<file path="src/rtl/mem_arbiter.sv">
// Byte-serial memory arbiter: multiplexes instruction fetch and data load/store
// onto a single 8-bit RAM/IO port, one byte per cycle, assembling W-bit words.
module mem_arbiter #(
    parameter int                    ADDR_WIDTH = 32,
    parameter int                    MAX_BYTES  = 4,
    parameter logic [ADDR_WIDTH-1:0] IO_BASE    = 32'h0003_0000,
    parameter int                    NB_WIDTH   = 3
) (
    input  logic                    clk,
    input  logic                    rst,
    input  logic                    rdy,
    input  logic [ADDR_WIDTH-1:0]   if_addr,
    input  logic                    if_request,
    input  logic                    if_flush,
    output logic [8*MAX_BYTES-1:0]  if_inst,
    output logic                    if_done,
    input  logic [ADDR_WIDTH-1:0]   mem_addr,
    input  logic                    load_req,
    input  logic                    store_req,
    input  logic [NB_WIDTH-1:0]     num_of_bytes,
    input  logic                    load_signed,
    input  logic [8*MAX_BYTES-1:0]  store_data,
    output logic [8*MAX_BYTES-1:0]  load_data,
    output logic                    mem_done,
    input  logic                    io_buffer_full,
    input  logic [7:0]              mem_din,
    output logic [7:0]              mem_dout,
    output logic [ADDR_WIDTH-1:0]   mem_a,
    output logic                    mem_wr
);

    localparam int W = 8 * MAX_BYTES;

    localparam logic [1:0] S_IDLE  = 2'd0;
    localparam logic [1:0] S_IF_RD = 2'd1;
    localparam logic [1:0] S_LD_RD = 2'd2;
    localparam logic [1:0] S_ST_WR = 2'd3;

    localparam logic [NB_WIDTH-1:0] NB_MAX  = NB_WIDTH'(MAX_BYTES);
    localparam logic [NB_WIDTH-1:0] NB_ONE  = NB_WIDTH'(1);
    localparam logic [NB_WIDTH-1:0] NB_ZERO = NB_WIDTH'(0);

    logic [1:0]            state_r;
    logic [NB_WIDTH-1:0]   cnt_r;
    logic [NB_WIDTH-1:0]   nb_r;
    logic [ADDR_WIDTH-1:0] addr_r;
    logic                  sign_r;
    logic [W-1:0]          wdata_r;
    logic [W-1:0]          buf_r;
    logic [W-1:0]          if_inst_r;
    logic [W-1:0]          load_data_r;
    logic                  if_done_r;
    logic                  mem_done_r;

    logic [NB_WIDTH-1:0]   nb_eff_s;
    logic                  io_addr_s;
    logic                  ld_go_s;
    logic                  st_go_s;
    logic                  if_go_s;
    logic [W-1:0]          word_s;
    logic [W-1:0]          wshift_s;
    logic [ADDR_WIDTH-1:0] mem_a_s;
    logic [7:0]            mem_dout_s;
    logic                  mem_wr_s;

    // Illegal byte counts (0 or above MAX_BYTES) collapse to a full word.
    always_comb begin
        if ((num_of_bytes == NB_ZERO) || (num_of_bytes > NB_MAX)) begin
            nb_eff_s = NB_MAX;
        end else begin
            nb_eff_s = num_of_bytes;
        end
    end

    // Idle arbitration: load, then store (unless IO sink is full), then fetch.
    always_comb begin
        io_addr_s = (mem_addr >= IO_BASE);
        ld_go_s   = 1'b0;
        st_go_s   = 1'b0;
        if_go_s   = 1'b0;
        if (!rst && rdy && (state_r == S_IDLE)) begin
            if (load_req) begin
                ld_go_s = 1'b1;
            end else if (store_req && !(io_addr_s && io_buffer_full)) begin
                st_go_s = 1'b1;
            end else if (if_request && !if_flush) begin
                if_go_s = 1'b1;
            end else begin
                if_go_s = 1'b0;
            end
        end else begin
            ld_go_s = 1'b0;
        end
    end

    // Merge the byte arriving now into the buffer; bytes above the length get
    // the fill, whose sign comes from mem_din because the top byte lands last.
    always_comb begin
        word_s = buf_r;
        for (int i = 0; i < MAX_BYTES; i++) begin
            if (i == int'(cnt_r) - 1) begin
                word_s[8*i +: 8] = mem_din;
            end else if (i >= int'(nb_r)) begin
                word_s[8*i +: 8] = (sign_r && mem_din[7]) ? 8'hFF : 8'h00;
            end else begin
                word_s[8*i +: 8] = buf_r[8*i +: 8];
            end
        end
    end

    // Bus drive; a stalled read re-addresses the byte still owed so that
    // mem_din is correct again in the first cycle after rdy returns.
    always_comb begin
        mem_a_s    = {ADDR_WIDTH{1'b0}};
        mem_dout_s = 8'h00;
        mem_wr_s   = 1'b0;
        wshift_s   = wdata_r >> {cnt_r, 3'b000};
        if (rst) begin
            mem_wr_s = 1'b0;
        end else begin
            case (state_r)
                S_IDLE: begin
                    if (ld_go_s) begin
                        mem_a_s = mem_addr;
                    end else if (st_go_s) begin
                        mem_a_s    = mem_addr;
                        mem_dout_s = store_data[7:0];
                        mem_wr_s   = 1'b1;
                    end else if (if_go_s) begin
                        mem_a_s = if_addr;
                    end else begin
                        mem_a_s = {ADDR_WIDTH{1'b0}};
                    end
                end
                S_IF_RD, S_LD_RD: begin
                    if (rdy) begin
                        mem_a_s = addr_r + ADDR_WIDTH'(cnt_r);
                    end else begin
                        mem_a_s = addr_r + ADDR_WIDTH'(cnt_r - NB_ONE);
                    end
                end
                S_ST_WR: begin
                    mem_a_s    = addr_r + ADDR_WIDTH'(cnt_r);
                    mem_dout_s = wshift_s[7:0];
                    mem_wr_s   = rdy;
                end
                default: begin
                    mem_wr_s = 1'b0;
                end
            endcase
        end
    end

    // Transfer sequencing, byte capture and registered completion pulses.
    always_ff @(posedge clk) begin
        if (rst) begin
            state_r     <= S_IDLE;
            cnt_r       <= NB_ZERO;
            nb_r        <= NB_ZERO;
            addr_r      <= {ADDR_WIDTH{1'b0}};
            sign_r      <= 1'b0;
            wdata_r     <= {W{1'b0}};
            buf_r       <= {W{1'b0}};
            if_inst_r   <= {W{1'b0}};
            load_data_r <= {W{1'b0}};
            if_done_r   <= 1'b0;
            mem_done_r  <= 1'b0;
        end else if (!rdy) begin
            if_done_r  <= 1'b0;
            mem_done_r <= 1'b0;
        end else begin
            if_done_r  <= 1'b0;
            mem_done_r <= 1'b0;
            case (state_r)
                S_IDLE: begin
                    if (ld_go_s) begin
                        state_r <= S_LD_RD;
                        cnt_r   <= NB_ONE;
                        addr_r  <= mem_addr;
                        nb_r    <= nb_eff_s;
                        sign_r  <= load_signed;
                    end else if (st_go_s) begin
                        addr_r  <= mem_addr;
                        nb_r    <= nb_eff_s;
                        wdata_r <= store_data;
                        if (nb_eff_s == NB_ONE) begin
                            mem_done_r <= 1'b1;
                        end else begin
                            state_r <= S_ST_WR;
                            cnt_r   <= NB_ONE;
                        end
                    end else if (if_go_s) begin
                        state_r <= S_IF_RD;
                        cnt_r   <= NB_ONE;
                        addr_r  <= if_addr;
                        nb_r    <= NB_MAX;
                        sign_r  <= 1'b0;
                    end
                end
                S_IF_RD: begin
                    if (if_flush) begin
                        state_r <= S_IDLE;
                        cnt_r   <= NB_ZERO;
                    end else begin
                        buf_r <= word_s;
                        if (cnt_r == nb_r) begin
                            state_r   <= S_IDLE;
                            cnt_r     <= NB_ZERO;
                            if_done_r <= 1'b1;
                            if_inst_r <= word_s;
                        end else begin
                            cnt_r <= cnt_r + NB_ONE;
                        end
                    end
                end
                S_LD_RD: begin
                    buf_r <= word_s;
                    if (cnt_r == nb_r) begin
                        state_r     <= S_IDLE;
                        cnt_r       <= NB_ZERO;
                        mem_done_r  <= 1'b1;
                        load_data_r <= word_s;
                    end else begin
                        cnt_r <= cnt_r + NB_ONE;
                    end
                end
                S_ST_WR: begin
                    if (cnt_r == nb_r - NB_ONE) begin
                        state_r    <= S_IDLE;
                        cnt_r      <= NB_ZERO;
                        mem_done_r <= 1'b1;
                    end else begin
                        cnt_r <= cnt_r + NB_ONE;
                    end
                end
                default: begin
                    state_r <= S_IDLE;
                    cnt_r   <= NB_ZERO;
                end
            endcase
        end
    end

    assign if_inst   = if_inst_r;
    assign if_done   = if_done_r;
    assign load_data = load_data_r;
    assign mem_done  = mem_done_r;
    assign mem_a     = mem_a_s;
    assign mem_dout  = mem_dout_s;
    assign mem_wr    = mem_wr_s;

endmodule

</file>
<file path="config.mk">
export PLATFORM = sky130hd
export DESIGN_NAME = mem_arbiter
export DESIGN_NICKNAME = d
export VERILOG_FILES = /design/src/rtl/mem_arbiter.sv
export SDC_FILE = /design/constraint.sdc
export NUM_CORES = 1
export LEC_CHECK = 0
export ABC_AREA = 1
export ABC_CLOCK_PERIOD_IN_PS = 6500
export CORE_MARGIN = 4
export CORE_UTILIZATION = 45
export DETAILED_ROUTE_END_ITERATION = 8
export PLACE_DENSITY = 0.7
export SYNTH_ARGS = -nofsm -noshare
export SYNTH_HDL_FRONTEND = slang
export SYNTH_SLANG_ARGS = --single-unit
</file>
<file path="constraint.sdc">
create_clock -name clk -period 6.5 [get_ports clk]
set_input_delay 0.65 -clock clk [delete_from_list [all_inputs] [get_ports clk]]
set_output_delay 0.65 -clock clk [all_outputs]
set_load 0.1 [all_outputs]
</file>
==> impl_metrics.ini, run 1 <==
[status]
status = completed

[cts]
clock_latency_ns = 0.44
cts_buffer_depth = 2
ctsResizeCount = 0
cts_tree = yes
cts-buffers-inserted = 17
postCtsSetupBuffers = 0
root_buffer = clkbuf_16
htree_levels = 4
cts_hold_buffers = 0
clock_sinks = 171
clk_pin_slew_worst_paths_ns = 0.06

[synthesis]
synthArstFlopShare = 0
synth-adder-area-share = 0.0520
synth-simple-area-share = 0.313
synth.area.top_cells = dfxtp_1 27%, nand2_1 19%, inv_1 10%, a21oi_1 8.9%, o21ai_0 6.9%
netlist_area_um2 = 12500
synth_area_per_cell_um2 = 5.92
syn_nets = 2286
synth_top_area_frac = 0.273
yosysWarnings = 0
synth_top_family_by_area = simple AND/OR/NAND/NOR gates
synth_compound_area_frac = 0.210
synthCells = 2119
synth_top_area_cell = dfxtp_1
ys_types = 47
ys_seq_elements = 171
yosys.area_share.xor_xnor = 0.0139
synth_edf_count = 0
post_synth_mux_area_share = 0
seq_area_frac_synth = 0.273
ys.flop_type = dfxtp_1

[global_routing]
gr-total-overflow = 0
grt_max_degree = 82
antenna_found_initial = 3
grt_pass1_wl_um = 70500
grt_usage = 0.286
grt_pass1_vias = 13200

[finish]
drive_gt1_frac = 0.0557
fillers = 2780
multiInputGateArea_um2 = 7390
area_growth_pct = 22.2
regArea_um2 = 3420
nNetsFinal = 2451

[drt]
routed-via-count = 14000
drc = 0
ant_nets = 0
firstDrtPassIters = 5
wire_per_inst_um = 16.8
drt-total-wl_um = 44900
first_iter_violations = 1103
viasPerCell = 5.26

[worst_setup_path]
crit_path_start_kind = register
reg2reg_slack_ns = 3.06
crit_arrival_ns = 5.33
crit_type = register to output pin
cp-end-kind = output pin
crit_required_ns = 5.85
critPathMaxFanout = 28

[timing]
maxSlewViolCount = 0
rsz0062_at_grt = no
fin_crit_ns = 5.98
maxSlewHeadroom = 0.272
finalSetupTns_ns = 0
fin_crit_sh = 0.920
setup_viol = 0
worst_slew_pin_slew_ns = 1.09
hold_viol = 0
layout_setup_ws_ns = 0.522
fmax_mhz = 167
finClkSkew_ns = 0.0121

[floorplan]
die_h_um = 175
fp-row-count = 60
core_um2 = 27200
pin_count = 223
die_area_um2 = 30600
start_util = 0.462
fp.dieW_um = 175

[pwr]
vdd_ir_drop_max_uv = 169
power_density_nw_per_um2 = 291
leakage_nw = 7.14

[hold_path]
hold_path_class = register to register

[placed_design]
hpwl_um = 34000
io_buffers = 222
place.gp.congestion = 1.02
pre_cts_slack_ns = 1.09

[run]
maxCapViolCount = 0
metrics by stage:
step,total power [mW],instance area [um2],hold WS (ns),instances,utilization
floorplan,2.84,12500,0.430,2119,-
global placement,3.42,14800,0.441,2637,0.544
detailed placement,3.43,14800,0.446,2637,0.544
CTS,4.44,15300,0.456,2668,0.564
global route,4.75,15300,0.481,2669,0.564
finish,4.46,15300,0.452,2669,0.564
cells in the final DEF, fill, tap and decap left out, types with 2 or more instances in the layout:
master and n:
o21ai_1 40, nor3_1 19, clkinv_2 4, nor2_1 154, o22ai_1 9, nand2_1 642
ha_1 49, fa_1 2, nand2_2 5, nand3b_1 3, inv_1 336, a31oi_1 9
o21ai_0 174, clkdlybuf4s50_1 180, nor2_4 3, clkinvlp_4 2, xor2_1 9, xnor2_2 2
o21ai_2 2, dfxtp_1 171, clkbuf_16 17, and2_1 5, nand3_2 5, nor2_2 5
buf_4 52, nand3_1 85, and3_1 2, inv_2 9, inv_6 5, or2_2 4
a21oi_1 222, o211ai_1 35, nand4_1 11, nand3_4 3, xnor2_1 4
flip-flops by register name, summed over array words and instances (netlist names), 2 cells and up:
signal and count:
state_r 2, buf_r 32, if_inst 32, wdata_r 32, load_data 32, nb_r 3, cnt_r 3, addr_r 32
cell type report:
cell class / count / area share
Antenna cell: 1 / 0.000163
Clock buffer: 19 / 0.0289
Clock inverter: 12 / 0.00734
Inverter: 347 / 0.0850
Multi-Input combinational cell: 1514 / 0.482
Sequential cell: 171 / 0.223
Tap cell: 372 / 0.0304
Timing Repair Buffer: 233 / 0.143
layer usage:
metal	global-route usage	vias up	routed length [um]
met5	0	-	27
met4	0.0897	4	1210
met3	0.0508	83	2660
met2	0.499	489	21600
met1	0.360	6392	19400
li1	-	7076	-
synth_stat cells (2+ instances only):
library cell / instances
and2_1: 5
nor2_2: 5
inv_1: 336
nor2_4: 3
dfxtp_1: 171
and3_1: 2
a21oi_1: 222
o21ai_1: 40
nand3_2: 5
xnor2_2: 2
nor2_1: 154
nand2_2: 5
buf_1: 8
xnor2_1: 4
o21ai_2: 2
nand2_1: 642
nand3b_1: 3
o22ai_1: 9
nand4_1: 11
buf_4: 9
ha_1: 49
nand3_4: 3
xor2_1: 9
fa_1: 2
or2_2: 4
nor3_1: 19
inv_2: 10
o211ai_1: 35
o21ai_0: 174
buf_2: 23
a31oi_1: 9
nand3_1: 85
clkbuf_1: 39
buf_6: 7
cell families after synthesis:
family                   Yosys count
AO/OA/AOI/OAI                    497
XOR/XNOR                          16
adder cells (fa/ha/maj)           51
buffers and inverters            434
flip-flops                       171
AND/OR/NAND/NOR                  950
worst paths after layout:
path / start / end / depth (start not counted)
setup / recovery: cnt_r[0] / mem_a[17] / 15
hold / removal: wdata_r[18] / wdata_r[18] / 2
setup reg to reg: cnt_r[0] / load_data[28] / 7
hold reg to reg: wdata_r[18] / wdata_r[18] / 2
worst max-delay path, cell delays in order, from the launching register on:
cell and delay, ns:
dfxtp_1 0.86, inv_1 0.57, nand3_2 0.36, inv_1 0.51
ha_1 0.57, nand2_1 0.13, nor2_1 0.35, inv_1 0.07
nor2_1 0.31, nand4_1 0.20, nand3_1 0.15, nand2_1 0.06
nand2_1 0.05, o21ai_0 0.08, a21oi_1 0.25, buf_4 0.35
where the power goes:
group	total, mW	internal (mW)	switching (mW)
logic	2.25	0.621	1.63
clock network	1.02	0.541	0.479
registers	1.19	1.12	0.0703
(Power assumes the default switching activity.)
==> run 2: changes to the inputs <==
- ABC_CLOCK_PERIOD_IN_PS: 6500 -> 5700
- CAP_MARGIN: unset -> 30
- CORE_MARGIN: 4 -> 1.5
- clock period: 6.5 -> 5.7 ns (I/O delays scaled with it)
==> run 2 against run 1 <==
  * Global-route usage grew 2.4 points
  * Sequential share of layout area fell by 0.51 points
  * Register-to-register slack worse by 0.67 ns
  * Utilization increased by 1.3 points
==> impl_metrics.ini, run 2 (synthesis gave the netlist of run 1 again) <==
[pwr]
power_density_nw_per_um2 = 333
vdd_ir_drop_max_uv = 169
leakage_nw = 7.26

[global_routing]
antenna_found_initial = 1
grt_max_degree = 89
grt_pass1_vias = 13300
grt_pass1_wl_um = 70200
grt_usage = 0.310
gr-total-overflow = 0

[drt]
wire_per_inst_um = 16.7
ant_nets = 0
firstDrtPassIters = 8
drc = 0
first_iter_violations = 1134
viasPerCell = 5.26
routed-via-count = 14100
drt-total-wl_um = 44600

[floorplan]
core_um2 = 27200
die_h_um = 170
fp.dieW_um = 170
start_util = 0.462
fp-row-count = 60
pin_count = 223
die_area_um2 = 28900

[worst_setup_path]
cp-end-kind = output pin
reg2reg_slack_ns = 2.39
cp-startpoint = cnt_r[0]
rr_worst_depth = 8
crit_path_start_kind = register
reg2reg_to = load_data[27]
cp-endpoint = mem_a[25]
worstReg2RegStart = cnt_r[0]
crit_required_ns = 5.13
crit_arrival_ns = 4.78
critPathMaxFanout = 28
crit_type = register to output pin

[timing]
hold_viol = 0
maxSlewViolCount = 0
worst_slew_pin_slew_ns = 1.03
finalSetupTns_ns = 0
fmax_mhz = 187
finClkSkew_ns = 0.0192
fin_crit_sh = 0.938
fin_crit_ns = 5.35
maxSlewHeadroom = 0.311
setup_viol = 0
rsz0062_at_grt = no
layout_setup_ws_ns = 0.354

[placed_design]
io_buffers = 222
pre_cts_slack_ns = 0.822
place.gp.congestion = 0.978
hpwl_um = 34100

[finish]
fillers = 2802
final_common_cell = nand2_1
final_cell_mix = 642 x nand2_1, 336 x inv_1, 222 x a21oi_1
area_growth_pct = 25.0
num_antenna_cells = 0
final_util = 0.577
nNetsFinal = 2455
drive_gt1_frac = 0.0582

[run]
maxCapViolCount = 0

[cts]
ctsResizeCount = 0
clock_sinks = 171
postCtsSetupBuffers = 0
cts_tree = yes
root_buffer = clkbuf_16
cts_buffer_depth = 2
cts_hold_buffers = 0
cts-buffers-inserted = 17
clk_pin_slew_worst_paths_ns = 0.08
clock_latency_ns = 0.45
htree_levels = 4

[hold_path]
hold_path_class = register to register

[status]
status = completed
[run 2: changes by cell type in the layout (fill, tap and decap cells not counted), moves of 2 or more]
cell	change
clkinvlp_4	-2
buf_12	+18
clkinv_2	-3
inv_12	+2
buf_4	-16
inv_8	+2
clkinv_8	+8
inv_6	-3
[run 2: worst min-delay path by stage]
stage	slack [ns]	from	depth (start not counted)	endpoint
finish	0.46	wdata_r[19]	2	wdata_r[19]
global route	0.48	wdata_r[15]	2	wdata_r[15]
CTS	0.46	wdata_r[19]	2	wdata_r[19]
detailed placement	0.45	wdata_r[19]	2	wdata_r[19]
global placement	0.44	wdata_r[19]	2	wdata_r[19]
floorplan	0.43	wdata_r[10]	2	wdata_r[10]
[run 2: final cells by class]
cell class / count / area (um2) / area share
multi-input cells: 1514 / 7390 / 0.471
flip-flops and latches: 171 / 3420 / 0.218
repair buffers: 237 / 2480 / 0.158
inverters: 347 / 1300 / 0.0831
well taps: 372 / 465 / 0.0297
clock buffers: 17 / 425 / 0.0271
clock inverters: 15 / 211 / 0.0135
[run 2: layer usage]
layer / vias up / track usage / wire length [um]
met5: - / 0 / 10
met4: 2 / 0.144 / 1840
met3: 112 / 0.0430 / 2560
met2: 423 / 0.538 / 21600
met1: 6449 / 0.379 / 18600
li1: 7079 / - / -
[run 2: worst max-delay path, stage by stage, from the launching register on]
cell     delay, ns
dfxtp_1       0.82
inv_1         0.34
nand3_2       0.28
inv_1         0.51
ha_1          0.59
nand2_1       0.13
nor2_1        0.28
inv_1         0.07
nor2_1        0.27
and2_1        0.17
nand2_1       0.08
nand2_1       0.08
nand2_1       0.05
nand3_1       0.11
nand2_1       0.08
a21oi_1       0.16
buf_4         0.32
[run 2: report_power, final]
| group | internal, mW | total, mW | switching (mW) | leakage, nW |
|---|---|---|---|---|
| registers | 1.27 | 1.35 | 0.0806 | 1.39 |
| clock network | 0.608 | 1.22 | 0.615 | 0.305 |
| logic | 0.774 | 2.65 | 1.87 | 5.57 |
[run 2: metrics by stage]
step	instance area [um2]	std cells	total power, mW	hold WS (ns)
4_1_cts	15700	2671	5.22	0.460
2_1_floorplan	12500	2119	3.24	0.430
3_3_place_gp	15000	2639	3.98	0.440
3_5_place_dp	15000	2639	3.99	0.448
6_report	15700	2673	5.22	0.460
5_1_grt	15700	2673	5.56	0.478
